**src/rtl/freq_meter_pkg.sv**
```systemverilog
// Shared definitions for the frequency meter and the clock-division path:
// system clock rate, FSM state encoding and a width helper.
package freq_meter_pkg;

    localparam int unsigned CLK_FREQ = 50_000_000;

    typedef enum logic {
        IDLE    = 1'b0,
        MEASURE = 1'b1
    } state_t;

    // Bits needed to hold values 0..v-1; never less than 1.
    function automatic int unsigned clog2(input int unsigned v);
        int unsigned r;
        int unsigned x;
        r = 0;
        x = 1;
        while (x < v) begin
            x = x << 1;
            r++;
        end
        return (r == 0) ? 1 : r;
    endfunction

endpackage

```
**src/rtl/freq_meter_sync_edge_det.sv**
```systemverilog
// Two-flop synchronizer plus history flop; flags a rising edge of din.
// All three flops reset to RST_VAL so a line held at that level is not an edge.
module sync_edge_det #(
    parameter logic RST_VAL = 1'b1
) (
    input  logic clk,
    input  logic rst,
    input  logic din,
    output logic rise
);

    logic s1;
    logic s2;
    logic s_prev;

    always_ff @(posedge clk or posedge rst) begin
        if (rst) begin
            s1     <= RST_VAL;
            s2     <= RST_VAL;
            s_prev <= RST_VAL;
        end else begin
            s1     <= din;
            s2     <= s1;
            s_prev <= s2;
        end
    end

    assign rise = s2 & ~s_prev;

endmodule

```
**src/rtl/freq_meter.sv**
```systemverilog
// Gated frequency counter: counts synchronized rising edges of sig_in over
// GATE_CYCLES clocks and publishes edges*SCALE (saturated) with a valid strobe.
module freq_meter
    import freq_meter_pkg::*;
#(
    parameter int unsigned CLK_FREQ    = freq_meter_pkg::CLK_FREQ,
    parameter int unsigned GATE_CYCLES = 50_000,
    parameter int unsigned SCALE       = 1000,
    parameter int unsigned CW          = 32
) (
    input  logic          clk,
    input  logic          rst,
    input  logic          en,
    input  logic          sig_in,
    output logic [CW-1:0] freq,
    output logic          valid,
    output logic          ovf,
    output logic          busy
);

    localparam int unsigned GW = clog2(GATE_CYCLES);
    localparam int unsigned PW = CW + 32;
    localparam logic [GW-1:0] LAST = GW'(GATE_CYCLES - 1);

    if (GATE_CYCLES < 2 || CLK_FREQ == 0) begin : g_param_check
        $error("freq_meter: GATE_CYCLES must be >= 2 and CLK_FREQ nonzero");
    end

    state_t        state;
    logic [GW-1:0] gate_cnt;
    logic [CW-1:0] edge_cnt;
    logic          sat;
    logic          rise;

    sync_edge_det #(
        .RST_VAL(1'b1)
    ) u_sync (
        .clk  (clk),
        .rst  (rst),
        .din  (sig_in),
        .rise (rise)
    );

    // Running total including this cycle's edge, saturating at all-ones.
    logic          cnt_full;
    logic [CW-1:0] total;
    logic          total_sat;
    logic [PW-1:0] prod;
    logic          mul_sat;
    logic [CW-1:0] freq_next;

    always_comb begin
        cnt_full  = &edge_cnt;
        total     = cnt_full ? edge_cnt : edge_cnt + CW'(rise);
        total_sat = sat | (cnt_full & rise);
        prod      = PW'(total) * PW'(SCALE);
        mul_sat   = |prod[PW-1:CW];
        freq_next = mul_sat ? '1 : prod[CW-1:0];
    end

    always_ff @(posedge clk or posedge rst) begin
        if (rst) begin
            state    <= IDLE;
            gate_cnt <= '0;
            edge_cnt <= '0;
            sat      <= 1'b0;
            freq     <= '0;
            valid    <= 1'b0;
            ovf      <= 1'b0;
            busy     <= 1'b0;
        end else begin
            valid <= 1'b0;
            case (state)
                IDLE: begin
                    gate_cnt <= '0;
                    edge_cnt <= '0;
                    sat      <= 1'b0;
                    if (en) begin
                        state <= MEASURE;
                        busy  <= 1'b1;
                    end else begin
                        busy  <= 1'b0;
                    end
                end
                MEASURE: begin
                    if (!en) begin
                        // Abort takes priority even on the closing cycle.
                        state    <= IDLE;
                        busy     <= 1'b0;
                        gate_cnt <= '0;
                        edge_cnt <= '0;
                        sat      <= 1'b0;
                    end else if (gate_cnt == LAST) begin
                        freq     <= freq_next;
                        ovf      <= total_sat | mul_sat;
                        valid    <= 1'b1;
                        gate_cnt <= '0;
                        edge_cnt <= '0;
                        sat      <= 1'b0;
                    end else begin
                        gate_cnt <= gate_cnt + GW'(1);
                        edge_cnt <= total;
                        sat      <= total_sat;
                    end
                end
                default: begin
                    state <= IDLE;
                    busy  <= 1'b0;
                end
            endcase
        end
    end

endmodule
```
**config.mk**
```make
export PLATFORM = sky130hd
export DESIGN_NAME = freq_meter
export DESIGN_NICKNAME = d
export VERILOG_FILES = /design/src/rtl/freq_meter_pkg.sv /design/src/rtl/freq_meter_sync_edge_det.sv /design/src/rtl/freq_meter.sv
export SDC_FILE = /design/constraint.sdc
export NUM_CORES = 1
export LEC_CHECK = 0
export CORE_UTILIZATION = 63
export CTS_BUF_LIST = sky130_fd_sc_hd__clkbuf_8
export CTS_CLUSTER_DIAMETER = 50
export DETAILED_ROUTE_END_ITERATION = 7
export PLACE_DENSITY_LB_ADDON = 0.1
export SLEW_MARGIN = 20
export SYNTH_ARGS = -nofsm -noshare
export SYNTH_HDL_FRONTEND = slang
export SYNTH_SLANG_ARGS = --single-unit
```
**constraint.sdc**
```tcl
create_clock -name clk -period 11.6 [get_ports clk]
set_clock_uncertainty 0.05 [all_clocks]
set_input_delay 1.74 -clock clk [delete_from_list [all_inputs] [get_ports clk]]
set_output_delay 1.74 -clock clk [all_outputs]
set_load 0.1 [all_outputs]
```
# After elaboration in Yosys (flattened, before gate mapping)
# Index checks and enable logic that the tools add are counted.
[totals] word_cells=42 reg_bits=88
[classes] eq_ne=2 mux=17 mul=1 n_bitwise=6 reduce_logical=3 addsub=2
[ops] operator="2-to-1 mux 32 bit" n=4
[ops] operator="one-hot mux 32 bit (2 select lines)" n=1
[ops] operator="multiplier 32 x 7 -> 39 bit (second input constant)" n=1
[ops] operator="adder 32 x 1 -> 32 bit" n=1
[ops] operator="2-to-1 mux 16 bit" n=2
[ops] operator="one-hot mux 16 bit (2 select lines)" n=1
[ops] operator="AND reduction 32 bit" n=1
[ops] operator="adder 16 x 1 -> 16 bit (second input constant)" n=1
[ops] operator="== test 16 bit (second input constant)" n=1
[ops] operator="OR reduction 10 bit" n=1
[ops] operator="2-to-1 mux 1 bit" n=7
[ops] operator="one-hot mux 1 bit (2 select lines)" n=2
[ops] operator="AND reduction 3 bit" n=1
[ops] operator="bitwise AND 1 bit" n=2
[ops] operator="inequality test 2 bit (second input constant)" n=1
[ops] operator="NOT 1 bit" n=2
[ops] operator="OR 1 bit" n=2

# Logic depth before layout (Yosys ltp)
# Gate-level depths: netlist (run 1).
[depth] ltp_word=7 ltp_mapped=31

# Hierarchy
# A second synthesis (run 1) with hierarchy kept.
[unflattened] hier_cells=997 area_unflattened_um2=9332.7
[by_module_without_submodules] module="freq_meter" seq_area_each_um2=2077.0 cells_per_inst=992 n_inst=1 area_each_um2=9236.4
[by_module_without_submodules] module="sync_edge_det" seq_area_each_um2=78.8 cells_per_inst=5 n_inst=1 area_each_um2=96.3

# Worst setup path before layout (run 1)
# No wires, ideal clock.
[synth_timing] path_type="flip-flop to flip-flop" from="reg edge_cnt[12]" to="reg freq[15]" t_required_ns=11.425 setup_time_ns=0.125 path_buffers=4 arrival_ns=6.960 stages_incl_launch_ff=31 slack_ns=4.465 path_cell_list="dfrtp_1 -> and4_1 -> and3_1 -> buf_2 -> and4_1 -> nand3_1 -> and3_1 -> and3_1 -> xnor2_1 -> inv_1 -> fa_1 -> inv_1 -> fa_1 -> inv_1 -> fa_1 -> inv_1 -> fa_1 -> inv_1 -> ha_1 -> clkbuf_1 -> nand2_1 -> o21ai_0 -> a41o_1 -> o31ai_1 -> o31ai_1 -> mux2_1 -> or3_1 -> buf_2 -> buf_6 -> nor4_1 -> nor2_1"
[synth_between] elab_chain_cells=5 elab_cells_between_ends=6 classes_between="add/sub: 1; mul: 1; mux: 2; reduce/logical: 2"
[synth_lines] item="from (decl)" line_no="freq_meter.sv:31" text="logic [CW-1:0] edge_cnt;"
[synth_lines] item="from (signal assigned)" line_no="freq_meter.sv:102" text="edge_cnt <= total;"
[synth_lines] item="adder 32 x 1 -> 32 bit / AND reduction 32 bit (equally long branches)" line_no="freq_meter.sv:54, freq_meter.sv:53"
[synth_lines] item="2-to-1 mux 32 bit (*)" line_no="freq_meter.sv:54" text="total = cnt_full ? edge_cnt : edge_cnt + CW'(rise);"
[synth_lines] item="multiplier 32 x 7 -> 39 bit (*)" line_no="freq_meter.sv:56" text="prod = PW'(total) * PW'(SCALE);"
[synth_lines] item="OR reduction 10 bit" line_no="freq_meter.sv:57" text="mul_sat = |prod[PW-1:CW];"
[synth_lines] item="2-to-1 mux 32 bit (*)" line_no="freq_meter.sv:58" text="freq_next = mul_sat ? '1 : prod[CW-1:0];"
[synth_lines] item="to (signal assigned)" line_no="freq_meter.sv:94" text="freq <= freq_next;"
[synth_lines] item="to (decl)" line_no="freq_meter.sv:15" text="output logic [CW-1:0] freq,"
# Mark *: on every way between the ends. The rest lies on a longest branch, timed or not.
# A chain may end at the register's enable or synchronous reset.

# Worst setup path after layout (run 1)
[layout_timing] from="reg edge_cnt[12]" to="reg freq[16]"
# The elaborated chain is that of the path after synthesis.

==> metrics.cfg, run 1 <==
[sta]
maxSlewViolCount = 0
setup_viol = 0
hold_violations = 0
worst_pin_slew_ns = 0.991
slew_headroom_pct = 33.7
fin_crit_ns = 8.03
timing.final.crit_share_pct = 69.2
fmax_mhz = 125
rsz0062_at_grt = no
tns_ns = 0

[clocking]
clk_latency_ns = 0.38
cts_root_buffer = clkbuf_8
cts.path.max_buffers = 2
cts.sink_count = 86
cts_tree = done
postCtsHoldBufs = 0
htree_levels = 3
cts_resized = 0
path_clk_slew_ns = 0.09
cts_made_buffers = 9
post_cts_buffers = 0

[die]
num_io_pins = 39
row_count = 44
initial_utilization_pct = 64.9
die_w_um = 125
core_area_sq_um = 14600
fp.dieH_um = 125
dieArea_sq_um = 15600

[power_and_ir_drop]
clockPowerShare_pct = 42.0
p_leak_nw = 4.87
power_frac_comb_pct = 4.7
sw_frac_of_total_pct = 24.1
seqPwrFrac_pct = 53.3
p_int_mw = 0.430
powerDensity_nw_per_um2 = 55.4
ir_drop_mv = 0.0904
power.switching_mw = 0.137

[global_route]
grt_max_degree = 75
grt_pass1_vias = 7406
antenna_found_initial = 0
overflow = 0
track_usage_pct = 27.7
grt_pass1_wl_um = 34500

[layout]
syn_to_final_growth_pct = 7.74
final_cell_count_no_fill = 1252
diodes = 0
utilization_pct = 69.9
layout.cells.most_common = inv_1
nets = 1256
layout-drive-gt1-share_pct = 5.71
multi_input_area_sq_um = 6550
final_cell_mix = inv_1, nor2_1, fa_1, ha_1, dfrtp_1
fill_cells = 1131
register_area_sq_um = 2160

[worst_setup_path]
critPathArrivalTime_ns = 8.24
criticalPathCategory = reg2reg
crit_path_frequent_cell = inv_1
required_ns = 11.81
reg2reg_depth = 27
crit_slowest_cell = fa_1
start_kind = flop
crit_fanout = 31
endpoint_kind = flop
timing.critical_path.slowest_cell_delay_ns = 0.58

[synthesis]
avgSynthCellArea_sq_um = 9.12
synth.area.top_cells = dfrtp_1, fa_1, ha_1
synth_warnings = 0
seq_area_frac_synth_pct = 22.7
netlist_area_sq_um = 9510
yosysTopAreaCellShare_pct = 21.9
synth-edff-count = 0
synth-seq-cells = 86
synth.largest_area_cell = dfrtp_1
async_flop_share_pct = 100
syn-num-nets = 1235
syn_inst = 1042
yosysUniqueCellTypes = 63
ys.flop_type = dfrtp_1

[drt]
ant_nets = 0
wl_per_cell_um = 16.0
routed_wl_um = 20000
via_per_inst = 5.64
drc = 0
drt-initial-drc-count = 363
num_vias = 7064
drt_pass1_iterations = 7

[flow_run]
maxCapViolCount = 0

[placed_design]
gp_congestion = 0.906
io_buffer_count = 38
place_inst = 1236
hpwl_um = 16100

[outcome]
status = completed

[hold_path]
hold_class = reg2reg
holdPathStages = 0

-- path summary, 6_finish.rpt --
kind                              start           end  slack, ns
min in group asynchronous           rst      freq[14]       1.54
max reg2reg                edge_cnt[12]      freq[16]       3.57
min reg2reg                   u_sync.s1     u_sync.s2       0.31
max                        edge_cnt[12]      freq[16]       3.57
max in group asynchronous           rst  edge_cnt[28]       8.74
min                           u_sync.s1     u_sync.s2       0.31
-- critical path, delay by kind of cell, from the launching register on --
kind | cells | cell delay, ns
fa+ha+maj | 5 | 2.58
xor+xnor | 1 | 0.46
buf+inv | 6 | 0.74
mux | 1 | 0.34
compound gates | 4 | 0.96
flops | 1 | 0.42
simple gates | 10 | 2.35
-- sequential cells by signal, indices dropped and copies added, names as in the netlist --
signal,count
gate_cnt,16
u_sync.s1,1
u_sync.s_prev,1
u_sync.s2,1
edge_cnt,32
freq,30
busy,1
sat,1
valid,1
ovf,1
state,1
-- cell usage after synthesis, types with 7 or more instances --
cell type and number:
nor3_1 9, fa_1 103, nor2b_1 7, nand3_1 26, nor4_1 16, nor2_1 146
a21oi_1 51, nor4_2 12, inv_1 176, o21ai_0 24, ha_1 86, xor2_1 46
nand2_1 47, xnor2_1 45, nand4_1 22, and3_1 18, a21o_1 9, clkbuf_1 19
dfrtp_1 83
-- metal layers --
layer | vias to the layer above | global-route usage, % | share of wire, %
met2 | 118 | 51.2 | 53
met3 | 44 | 3.74 | 2.6
met1 | 3469 | 33.2 | 42
met5 | - | 0 | 0
met4 | 0 | 9.54 | 2.8
li1 | 3433 | - | -
-- area by class of cell --
type                    instances  area share (%)
well taps                     184            2.25
inverters                     176            6.46
multi-input cells             747            64.0
flip-flops and latches         86            21.1
clock inverters                 7           0.965
repair buffers                 43            4.08
clock buffers                   9            1.21
-- kinds of logic (layout without fill, tap and decap cells) --
group	after synthesis	in the layout	synth area share [%]
muxes	1	1	0.118
AOI/OAI and AO/OA	130	130	8.73
DFF	86	86	22.7
buffers and inverters	209	235	8.69
adders and majority gates	192	192	33.3
and+or+nand+nor	330	330	17.4
xor gates and xnor gates	94	94	9.02
-- per-stage QoR --
step           hold WS, ns  setup slack, ns  cell area (sq um)  power (mW)
6_report             0.306             3.57              10200       0.567
5_1_grt              0.316             3.05              10200       0.584
4_1_cts              0.310             3.61              10200       0.569
3_5_place_dp         0.297             3.65              10000       0.335
3_3_place_gp         0.297             3.78              10000       0.335
2_1_floorplan        0.295             4.46               9510       0.327
-- power by group through the flow --
stage               Sequential [mW]  Clock [mW]  Combinational (mW)
finish                        0.302       0.238              0.0268
global route                  0.303       0.251              0.0305
CTS                           0.302       0.240              0.0272
detailed placement            0.308           0              0.0271
global placement              0.308           0              0.0270
floorplan                     0.310           0              0.0169
Note: power is estimated with default switching activity, not from simulation.
==> run 2: changes to the inputs <==
--- a/config.mk
+++ b/config.mk
@@ -5,7 +5,7 @@
 export SDC_FILE = /design/constraint.sdc
 export NUM_CORES = 1
 export LEC_CHECK = 0
-export CORE_UTILIZATION = 63
+export CORE_UTILIZATION = 58
 export CTS_BUF_LIST = sky130_fd_sc_hd__clkbuf_8
 export CTS_CLUSTER_DIAMETER = 50
 export DETAILED_ROUTE_END_ITERATION = 7
==> constraint.sdc (replaced) <==
create_clock -name clk -period 6.6 [get_ports clk]
set_clock_uncertainty 0.05 [all_clocks]
set_input_delay 0.99 -clock clk [delete_from_list [all_inputs] [get_ports clk]]
set_output_delay 0.99 -clock clk [all_outputs]
set_load 0.1 [all_outputs]
==> metrics.cfg, run 2 (synthesis results as in run 1) <==
[drt]
ant_nets = 0
num_vias = 8626
drt_pass1_iterations = 6
drt-initial-drc-count = 595
wl_per_cell_um = 18.6
via_per_inst = 5.73
drc = 0
routed_wl_um = 28000

[worst_setup_path]
r2r_start = edge_cnt[0]
required_ns = 6.84
rrSetupSlack_ns = -0.40
endpoint_kind = flop
r2r-end = freq[12]
start_kind = flop
criticalPathCategory = reg2reg
crit_fanout = 15
critPathArrivalTime_ns = 7.24
reg2reg_depth = 24

[sta]
maxSlewViolCount = 0
setup_viol = 31
hold_violations = 0
fmax_mhz = 143
rsz0062_at_grt = yes
worst_pin_slew_ns = 1.00
slew_headroom_pct = 32.8
fin_ws_ns = -0.397
tns_ns = -9.66
fin_crit_ns = 7.00
timing.final.crit_share_pct = 106

[layout]
largest_reg_flops = 32
layout.cells.most_common = buf_4
top_regs = edge_cnt: 32 flops, freq: 30 flops, gate_cnt: 16 flops
final_cell_count_no_fill = 1506
utilization_pct = 83.4
syn_to_final_growth_pct = 39.8
final_cell_mix = buf_4, inv_1, nor2_1, fa_1, dfrtp_1
largest_register = edge_cnt
diodes = 0
layout-drive-gt1-share_pct = 35.0
nets = 1478

[clocking]
cts_root_buffer = clkbuf_8
htree_levels = 3
cts.sink_count = 86
clk_latency_ns = 0.41
path_clk_slew_ns = 0.11
cts_made_buffers = 9
cts_tree = done
cts.path.max_buffers = 2
postCtsHoldBufs = 0

[die]
initial_utilization_pct = 59.6
core_area_sq_um = 15900
dieArea_sq_um = 16900
fp.dieH_um = 130
die_w_um = 130
num_io_pins = 39
row_count = 46

[hold_path]
hold_end = u_sync.s2
holdPathStages = 0
hold_class = reg2reg
hp-start = u_sync.s1

[placed_design]
place_inst = 1439
io_buffer_count = 38
hpwl_um = 18500
dpl_worst_slack_ns = -0.359
gp_congestion = 0.886

[global_route]
grt_max_degree = 60
overflow = 0
track_usage_pct = 33.4
antenna_found_initial = 0
grt_pass1_vias = 8813
grt_pass1_wl_um = 42700

[outcome]
status = finished, violations left
violations = negative setup slack

[power_and_ir_drop]
p_leak_nw = 6.16
power_mw = 1.01
powerDensity_nw_per_um2 = 76.0
ir_drop_mv = 0.0925

[flow_run]
maxCapViolCount = 0

## run 2: final cells by class
type                       instances  area (sq um)
multi-input combinational        747          7730
clock buffer                       9           124
sequential                        86          2160
inverter                         176           664
timing repair buffer             265          2260
clock inverter                     7          91.3
tap                              216           270
fill                             875          2650
## run 2: how the worst max path moves through the flow
stage / start / end / slack, ns / cells after the start
floorplan: edge_cnt[13] / freq[28] / 0.008 / 29
global placement: edge_cnt[30] / freq[28] / -0.19 / 26
detailed placement: edge_cnt[29] / freq[28] / -0.36 / 26
CTS: edge_cnt[29] / freq[24] / -0.06 / 27
global route: edge_cnt[26] / freq[12] / -0.88 / 24
finish: edge_cnt[0] / freq[12] / -0.40 / 24
## run 2: power breakdown
part           internal [mW]  switching, mW
Combinational         0.0181         0.0381
Clock                  0.184          0.238
Sequential             0.530        0.00163
Total                  0.732          0.278
## run 2: critical path: stages (launching register included)
cell      delay [ns]
dfrtp_1         0.42
nand2_1         0.10
nor3_2          0.16
buf_4           0.14
nand3_4         0.08
or4_4           0.43
and3_4          0.24
xor2_4          0.18
ha_1            0.38
xnor2_1         0.29
fa_1            0.51
fa_1            0.55
fa_1            0.51
inv_2           0.05
ha_4            0.28
o211ai_1        0.11
o21ai_2         0.23
or4b_4          0.52
a31o_4          0.29
a211oi_2        0.25
a41oi_2         0.05
or3_4           0.44
buf_16          0.21
nor4_4          0.25
nor2_1          0.11
## run 2: timing repair
action                     CTS  global route
buffers inserted            32            15
setup endpoints to repair   31            31
pin swaps                   46            69
cloned                       5             0
resized for setup          103            55
## run 2: routing by layer
| metal | global-route usage [%] | routed length, um |
|---|---|---|
| met5 | 0 | 0 |
| met4 | 16.6 | 1460 |
| met3 | 4.88 | 1350 |
| met2 | 61.0 | 14600 |
| met1 | 38.3 | 10600 |
## run 2: stage by stage
step                      area [sq um]  hold WS, ns
after floorplan                   9960        0.295
after global placement           11800        0.296
after detailed placement         11800        0.299
after CTS                        12900        0.314
after global routing             13300        0.325
final                            13300        0.313
==> run 3: changes to the inputs <==
--- a/config.mk
+++ b/config.mk
@@ -5,6 +5,7 @@
 export SDC_FILE = /design/constraint.sdc
 export NUM_CORES = 1
 export LEC_CHECK = 0
+export CORE_MARGIN = 5
 export CORE_UTILIZATION = 58
 export CTS_BUF_LIST = sky130_fd_sc_hd__clkbuf_8
 export CTS_CLUSTER_DIAMETER = 50
==> metrics.cfg, run 3 (synthesis results as in run 1) <==
[outcome]
status = finished, violations left
violations = negative setup slack

[layout]
layout-drive-gt1-share_pct = 36.0
final_cell_count_no_fill = 1523
largest_register = edge_cnt
nets = 1495
top_regs = edge_cnt: 32 flops, freq: 30 flops, gate_cnt: 16 flops
diodes = 0
largest_reg_flops = 32
layout.cells.most_common = buf_4
syn_to_final_growth_pct = 41.7
final_cell_mix = buf_4, inv_1, nor2_1, fa_1, dfrtp_1

[clocking]
cts_root_buffer = clkbuf_8
postCtsHoldBufs = 0
cts_made_buffers = 9
clk_latency_ns = 0.41
cts_tree = done
path_clk_slew_ns = 0.12
htree_levels = 3
cts.path.max_buffers = 2
cts.sink_count = 86

[die]
row_count = 46
dieArea_sq_um = 19000
die_w_um = 138
initial_utilization_pct = 59.4
core_area_sq_um = 16000
fp.dieH_um = 138
num_io_pins = 39

[worst_setup_path]
required_ns = 6.82
endpoint_kind = flop
crit_fanout = 7
critPathArrivalTime_ns = 7.37
criticalPathCategory = reg2reg
reg2reg_depth = 26
start_kind = flop

[sta]
timing.final.crit_share_pct = 108
worst_pin_slew_ns = 1.00
rsz0062_at_grt = yes
fin_crit_ns = 7.15
maxSlewViolCount = 0
fin_ws_ns = -0.547
hold_violations = 0
slew_headroom_pct = 33.0
setup_viol = 31
fmax_mhz = 140
hold_ws_ns = 0.320

[drt]
wl_per_cell_um = 18.7
ant_nets = 0
num_vias = 8674
drt_pass1_iterations = 5
drt-initial-drc-count = 712
routed_wl_um = 28500
drc = 0
via_per_inst = 5.70

[hold_path]
hold_class = reg2reg
holdPathStages = 0

[placed_design]
io_buffer_count = 38
hpwl_um = 18900
dpl_worst_slack_ns = -0.448
gp_congestion = 0.877
place_inst = 1455

[global_route]
grt_pass1_vias = 9028
antenna_found_initial = 0
track_usage_pct = 28.1
grt_pass1_wl_um = 43900
grt_max_degree = 62
overflow = 0

[power_and_ir_drop]
powerDensity_nw_per_um2 = 73.6
ir_drop_mv = 0.0938
p_leak_nw = 6.29

[flow_run]
maxCapViolCount = 0

[run 3: cell count changes in the layout (fill, tap and decap cells not counted), sizes merged]
cell	previous run	this run
buf	227	244
bufinv	1	0
clkinv	3	2
inv	178	180
[run 3: power by group]
group	total [mW]	internal, mW	switching, mW
combinational	0.0562	0.0179	0.0383
sequential	0.531	0.530	0.00149
clock	0.404	0.151	0.253
[run 3: layout make-up]
cell class,count,area [sq um]
Fill cell,880,2530
Sequential cell,86,2160
Clock buffer,9,124
Inverter,176,664
Clock inverter,7,75.1
Timing Repair Buffer,282,2420
Multi-Input combinational cell,747,7760
Tap cell,216,270
[run 3: stage by stage]
step | utilization [%] | power [mW] | TNS [ns] | instance area [sq um]
5_1_grt | 84.2 | 1.02 | -19.21 | 13500
6_report | 84.2 | 0.991 | -12.99 | 13500
3_5_place_dp | 74.4 | 0.595 | -13.11 | 11900
4_1_cts | 81.3 | 0.989 | -3.99 | 13000
2_1_floorplan | - | 0.575 | 0 | 9960
3_3_place_gp | 74.4 | 0.594 | -7.92 | 11900
[run 3: critical path: stages, from the launching register on]
cell and delay [ns]:
dfrtp_1 0.39, nand3_2 0.11, nor3_2 0.22, buf_4 0.15
nand3_4 0.07, or4_4 0.49, and3_4 0.20, nand4_1 0.16
xor2_2 0.23, inv_2 0.10, fa_1 0.55, inv_2 0.05
fa_2 0.58, fa_1 0.43, inv_2 0.09, ha_4 0.21
xnor2_2 0.15, ha_1 0.35, a21o_1 0.22, a31o_4 0.23
a2111oi_4 0.44, o31ai_2 0.14, mux2_1 0.33, or3_4 0.49
buf_16 0.19, nor4_2 0.27, nor2_1 0.11
[run 3: what timing repair did]
item | CTS | global route
endpoints found under the setup margin | 31 | 31
buffers inserted | 24 | 26
pin swaps | 79 | 39
gates resized for setup | 103 | 62
cloned | 5 | 0
endpoints found under the hold margin | 0 | 0
[run 3: worst paths after layout]
check | end | slack (ns) | start
setup / recovery | freq[18] | -0.55 | edge_cnt[26]
hold / removal | u_sync.s2 | 0.32 | u_sync.s1
setup reg to reg | freq[18] | -0.55 | edge_cnt[26]
hold reg to reg | u_sync.s2 | 0.32 | u_sync.s1
max in group asynchronous | edge_cnt[9] | 4.45 | rst
min in group asynchronous | freq[11] | 0.84 | rst
[run 3: metal layers]
metal | vias to the layer above | GRT usage [%] | share of wire [%] | wire [um]
met5 | - | 0 | 0 | 0
met4 | 0 | 12.1 | 6.3 | 1790
li1 | 3915 | - | - | -
met2 | 281 | 51.6 | 53 | 15100
met3 | 133 | 3.69 | 3.7 | 1060
met1 | 4345 | 32.9 | 37 | 10600
